===== src/rtl/fetch_unit.sv =====
// fetch_unit: instruction-fetch stage. Owns the PC, issues one request at a
// time to instruction memory and holds the fetched word for decode.
//
// Handshake: decode sees instr/instr_pc when instr_valid=1. A transfer happens
// on a rising edge where instr_valid=1 and instr_ready=1 (and no redirect). While
// instr_valid=1 and instr_ready=0, instr/instr_pc/instr_valid are held stable.
// Memory side: imem_req is high for the whole wait; the word is taken on the
// edge where imem_req=1 and imem_ack=1.
module fetch_unit #(
    parameter logic [31:0] RESET_PC = 32'h0000_0000,
    parameter int unsigned PC_STEP  = 4
) (
    input  logic        clk,
    input  logic        rst,
    input  logic        halt,
    input  logic        redirect,
    input  logic [31:0] redirect_pc,
    output logic        imem_req,
    output logic [31:0] imem_addr,
    input  logic        imem_ack,
    input  logic [31:0] imem_rdata,
    output logic        instr_valid,
    output logic [31:0] instr,
    output logic [31:0] instr_pc,
    input  logic        instr_ready,
    output logic [31:0] fetch_pc,
    output logic        halted,
    output logic [1:0]  dbg_state
);

    typedef enum logic [1:0] {
        S_IDLE = 2'd0,
        S_REQ  = 2'd1,
        S_OUT  = 2'd2,
        S_HALT = 2'd3
    } state_t;

    localparam logic [31:0] STEP = 32'(PC_STEP);

    state_t      state;
    state_t      state_nxt;
    logic [31:0] pc;
    logic        halt_pend;

    // A redirect counts only outside HALT; HALT is left by rst alone.
    logic        redir_act;
    logic        stop_req;

    assign redir_act = redirect && (state != S_HALT);
    assign stop_req  = halt || halt_pend;

    // State register.
    always_ff @(posedge clk) begin
        if (rst) begin
            state <= S_IDLE;
        end else begin
            state <= state_nxt;
        end
    end

    // Next-state logic; redirect outranks ack, handshake and halt.
    always_comb begin
        state_nxt = state;
        case (state)
            S_IDLE: begin
                if (redir_act)     state_nxt = S_IDLE;
                else if (stop_req) state_nxt = S_HALT;
                else               state_nxt = S_REQ;
            end
            S_REQ: begin
                if (redir_act)     state_nxt = S_IDLE;
                else if (imem_ack) state_nxt = S_OUT;
            end
            S_OUT: begin
                if (redir_act)        state_nxt = S_IDLE;
                else if (instr_ready) state_nxt = stop_req ? S_HALT : S_REQ;
            end
            S_HALT: state_nxt = S_HALT;
            default: state_nxt = S_IDLE;
        endcase
    end

    // Outputs decoded from state.
    always_comb begin
        imem_req  = (state == S_REQ);
        halted    = (state == S_HALT);
        dbg_state = state;
    end

    assign imem_addr = pc;
    assign fetch_pc  = pc;

    // PC, fetched word and valid flag. Redirect masks the low two bits of the
    // target and squashes both a coincident ack and a coincident handshake.
    always_ff @(posedge clk) begin
        if (rst) begin
            pc          <= RESET_PC;
            instr       <= 32'h0;
            instr_pc    <= 32'h0;
            instr_valid <= 1'b0;
        end else if (redir_act) begin
            pc          <= redirect_pc & ~32'h3;
            instr_valid <= 1'b0;
        end else if (state == S_REQ && imem_ack) begin
            instr       <= imem_rdata;
            instr_pc    <= pc;
            pc          <= pc + STEP;
            instr_valid <= 1'b1;
        end else if (state == S_OUT && instr_ready) begin
            instr_valid <= 1'b0;
        end
    end

    // Halt request is remembered until rst so an in-flight fetch can finish.
    always_ff @(posedge clk) begin
        if (rst) begin
            halt_pend <= 1'b0;
        end else if (halt && state != S_HALT) begin
            halt_pend <= 1'b1;
        end
    end

endmodule


===== config.mk =====
export PLATFORM = sky130hd
export DESIGN_NAME = fetch_unit
export DESIGN_NICKNAME = d
export VERILOG_FILES = /design/src/rtl/fetch_unit.sv
export SDC_FILE = /design/constraint.sdc
export NUM_CORES = 1
export LEC_CHECK = 0
export ABC_AREA = 0
export BUFFER_PORTS_ARGS = -buffer_cell sky130_fd_sc_hd__buf_2
export CAP_MARGIN = 10
export CORE_ASPECT_RATIO = 1.1
export CORE_MARGIN = 3
export CORE_UTILIZATION = 47
export CTS_CLUSTER_SIZE = 20
export DETAILED_ROUTE_END_ITERATION = 10
export PLACE_DENSITY = 0.92
export SLEW_MARGIN = 20
export SYNTH_ARGS = -nofsm -noshare
export SYNTH_HDL_FRONTEND = slang
export SYNTH_SLANG_ARGS = --single-unit

===== constraint.sdc =====
create_clock -name clk -period 1.9 [get_ports clk]
set_clock_uncertainty 0.05 [all_clocks]
set_input_delay 0.095 -clock clk [delete_from_list [all_inputs] [get_ports clk]]
set_output_delay 0.095 -clock clk [all_outputs]
set_load 0.005 [all_outputs]

* Word-level counts from Yosys, hierarchy flattened
Cells that the tools add are included.
Storage, ports and cells: memories 0, word-level logic and storage cells 37, output and inout port bits 133, memory bits (read-only) 0, RAM bits 0, latch bits 0, flip-flop bits (word level) 100
Operators by class: bitwise logic cells 1, equality and inequality tests 6, $mul 0, divide/modulo/power cells 0, add/subtract/negate cells 1, multiplexer cells 11, $lt $le $gt $ge 0, reduce and logical (&&, ||, !) cells 11, shifts and indexed selects 0
Operators with widths (number):
- 32-bit two-way mux | 2
- 32-bit by 3-bit adder with 32-bit output (second input constant) | 1
- 2-bit two-way mux | 6
- 2-bit case mux with 4 select lines | 1
- 2-bit equality test (second input constant) | 2
- 1-bit logical AND | 4
- 2-bit AND reduction | 2
- 2-bit nonzero test | 2
- 3-bit by 1-bit inequality test with 1-bit output (second input constant) | 1
- 3-bit inequality test (second input constant) | 1
- 2-bit by 1-bit equality test with 1-bit output (second input constant) | 1
- 2-bit logical NOT | 1
- 1-bit two-way mux | 2
- 2-bit inequality test (second input constant) | 1
- 2-bit OR reduction | 1
- 1-bit logical OR | 1
- 1-bit NOT | 1

* Logic depth before layout (Yosys ltp)
word-level depth 5, depth in mapped cells 8, depth with buffers taken out 6

* Worst setup path before layout
OpenSTA, ideal clock, no wires.
path type reg-to-reg, start reg pc[5], in the netlist fetch_pc[5], end reg pc[29], in the netlist fetch_pc[29], clock period less this slack 1.737 ns, buffers on the path 1, slack 0.163 ns, arrival time 1.607 ns, cell stages (with the launch flop) 7, cells stage by stage dfxtp_1 > clkbuf_2 > nand4_1 > nor2_2 > nand3_2 > or3_1 > a41oi_1
Between the ends: cells in the longest elaborated chain, start to end 3
RTL lines:
- start: declaration | line 42 | logic [31:0] pc;
- start signal: assignment | line 102 | pc <= redirect_pc & ~32'h3;
- start signal: assignment | line 107 | pc <= pc + STEP;
- 32-bit by 3-bit adder with 32-bit output | line 107
- 32-bit two-way mux | line 104 | end else if (state == S_REQ && imem_ack) begin
- 32-bit two-way mux | line 101 | end else if (redir_act) begin
Every way passes these cells. The select of a mux whose other input is x is not followed. A chain may end at the register's enable or synchronous reset.

* Worst setup path in the final report
start reg state[0], in the netlist dbg_state[0], end reg pc[10], in the netlist fetch_pc[10]
Between the ends: cells in the longest elaborated chain, start to end 3, elaborated cells on any way between the ends 6
RTL lines:
- start: declaration | line 40 | state_t state;
- start signal: assignment | line 57 | state <= state_nxt;
- 2-bit inequality test or 2-bit by 1-bit equality test with 1-bit output (tied branches) | line 49, 104
- 1-bit logical AND, on equally long branches | line 49, 104
- 32-bit two-way mux or 2-bit nonzero test (tied branches)
Several ways; a longest one is shown, not always the timed one.

==> impl_metrics.toml <==
[synthesis]
synth_area_leaders = "dfxtp_1, nand2_1, a21oi_1"
syn_area_um2 = 4427
syn_area_per_cell_um2 = 7.849
synth_edf_count = 0
ys_types = 58
synth-seq-cells = 96
yosys.area.top_type_share = 0.4341
synth-seq-area-share = 0.4341
syn_inst = 564
synth_ff_type = "dfxtp_1"
yosysWarnings = 0
synth_largest_area_cell = "dfxtp_1"
async_reset_ff_frac = 0

[routing]
drt-wirelength-per-cell_um = 16.09
drc = 0
drt_iter0_drc = 297
via_count = 5044
routed_via_density = 5.501
routed_wl_um = 14760
first_pass_iters = 5
ant_nets = 0

[global_routing]
grt_usage = 0.2656
grt_pass1_wl_um = 22970
antenna_found_initial = 1
grt_max_degree = 95
grt_overflow = 0
grt_pass1_vias = 4602

[placement]
dp.cells = 846
gp_congestion = 0.8546
placedInstanceArea_um2 = 5559
hpwlAfterDp_um = 9589
io_buffers = 194
dp_worst_setup_slack_ns = 0.1252

[outcome]
outcome = "finished clean"

[setup_path]
startpoint = "dbg_state[0]"
timing.rr.end = "fetch_pc[10]"
crit_fanout = 10
endpoint_kind = "register"
cp.arrival_ns = 1.99
cp.required_ns = 2.09
rrSetupSlack_ns = 0.10
reg2reg_depth = 6
reg2reg_from = "dbg_state[0]"
startpoint_type = "register"
crit_type = "reg -> reg"

[floorplan]
die_area_um2 = 10620
fp.dieH_um = 107.8
fp-row-count = 36
core_um2 = 9009
ios = 203
initial_core_util = 0.4914
dieWidth_um = 98.54

[timing]
fin_crit_sh = 0.9461
hold_violations = 0
rsz0062_at_grt = "false"
setup_slack_ns = 0.1023
tns_ns = 0
period_needed_ns = 1.798
max_freq_mhz = 556.3
setup_violations = 0
slew_violations = 0

[cells_and_area]
stdcell_count = 917
fill_cells = 694
final_cell_area_um2 = 6304
drive_gt1_frac = 0.3350
layout.nets = 867
fin_util = 0.6997
layout-area-overhead-vs-synth_pct = 42.40

[hold_path]
whs_path_depth = 3
holdPathEnd = "fetch_pc[14]"
holdCritPathClass = "in -> reg"
min_from = "redirect_pc[14]"

[cts]
ctsLongestPathBuffers = 2
cts.clk_slew.worst_paths_ns = 0.09
htreeDepth = 3
cts_sinks = 96
cts_tree = "yes"
cts_made_buffers = 9
clk-insertion-delay-late_ns = 0.36
root_buffer = "clkbuf_8"

[pwr]
p_leak_nw = 2.838
p_per_area_nw_per_um2 = 665.1
ir_drop_mv = 0.4406

[job]
drv_cap = 0
routing by layer:
metal	share of wire	wire, um	vias to the layer above	GRT usage
met5	0	0	-	0
met4	0.019	275	0	0.1044
met3	0.089	1310	30	0.05703
met2	0.50	7438	282	0.4556
met1	0.39	5733	2367	0.3242
li1	-	-	2365	-
final cells by class:
cell class	instances	area (um2)	share of cell area
Clock buffer	10	137.6	0.02183
Sequential cell	96	1922	0.3049
Clock inverter	5	63.81	0.01012
Tap cell	114	142.6	0.02263
Timing Repair Buffer	292	1909	0.3029
Inverter	5	18.77	0.002977
Multi-Input combinational cell	392	2102	0.3335
Antenna cell	3	7.507	0.001191
report_power, final:
part | switching [mW] | internal, mW
Clock | 0.721 | 0.649
Sequential | 0.0613 | 2.08
Combinational | 0.338 | 0.345
Total | 1.12 | 3.07
worst max-delay path by stage:
stage / end / slack (ns)
detailed placement: fetch_pc[25] / 0.13
CTS: fetch_pc[25] / 0.09
global route: fetch_pc[28] / 0.007
finish: fetch_pc[10] / 0.10
global placement: fetch_pc[25] / 0.16
floorplan: fetch_pc[29] / 0.16
per-stage QoR:
stage                     power (mW)  hold slack, ns
after CTS                      4.201       0.0008240
after global routing           4.365         0.01256
final                          4.192        0.006030
after global placement         2.757          0.2864
after detailed placement       2.771          0.2912
after floorplan                2.498          0.1810
sequential cells by signal, indices dropped and copies added (netlist names):
signal and flops:
instr_valid 1, halt_pend 1, instr_pc 30, dbg_state 2
instr 32, fetch_pc 30
synthesized netlist by cell type, types with 2 or more instances:
master / number
a221oi_1: 2
a222oi_1: 3
a21oi_1: 81
a311oi_1: 2
xor2_1: 10
nor4_1: 3
a21o_1: 2
and3_1: 3
buf_2: 8
nand2_1: 144
nand4_1: 11
clkbuf_1: 23
nor4_4: 2
xnor2_1: 3
and4_1: 2
a22oi_1: 14
and2_1: 4
nand2b_1: 3
o21ai_0: 11
buf_1: 7
nor2_1: 22
a31oi_1: 3
clkbuf_2: 2
or3_1: 4
inv_1: 5
nor3_1: 9
buf_4: 36
dfxtp_1: 96
nand3_1: 14
o22ai_1: 7
worst max-delay path: stages, from the launching register on:
cell and delay [ns]:
dfxtp_1 0.35, buf_4 0.16, nand2_1 0.18, and2_1 0.28
buf_4 0.20, a222oi_1 0.40, nor2_1 0.08
kinds of logic after synthesis:
kind of cell / Yosys count / share of synthesized area
adders and majority gates: 1 / 0.002826
muxes: 2 / 0.004805
buffers and inverters: 81 / 0.1020
and+or+nand+nor: 232 / 0.2453
other: 1 / 0.0008471
xor gates and xnor gates: 13 / 0.02572
AOI/OAI and AO/OA: 138 / 0.1843
DFF: 96 / 0.4341
cells in the final DEF, fill, tap and decap left out, drive strengths merged, types with 2 or more instances in the layout:
cell and n:
nor2 23, a311oi 2, dfxtp 96, a22oi 14, a21oi 81, o21ai 12, and2 4, nor3 10
a31oi 3, or3 4, clkbuf 10, a21o 2, o22ai 7, dlygate4sd3 51, nand3 16, diode 3
buf 241, a222oi 3, xor2 10, inv 7, nand2 144, nand4 12, xnor2 3, nor4 5
nand2b 3, and4 2, and3 4, conb 6, a221oi 2
what timing repair did:
item	in CTS	in global routing
endpoints found under the hold margin	50	1
buffers inserted	0	2
endpoints found under the setup margin	0	5
hold buffers	50	1
resized for setup	0	2
Note: power is estimated with default switching activity, not from simulation.
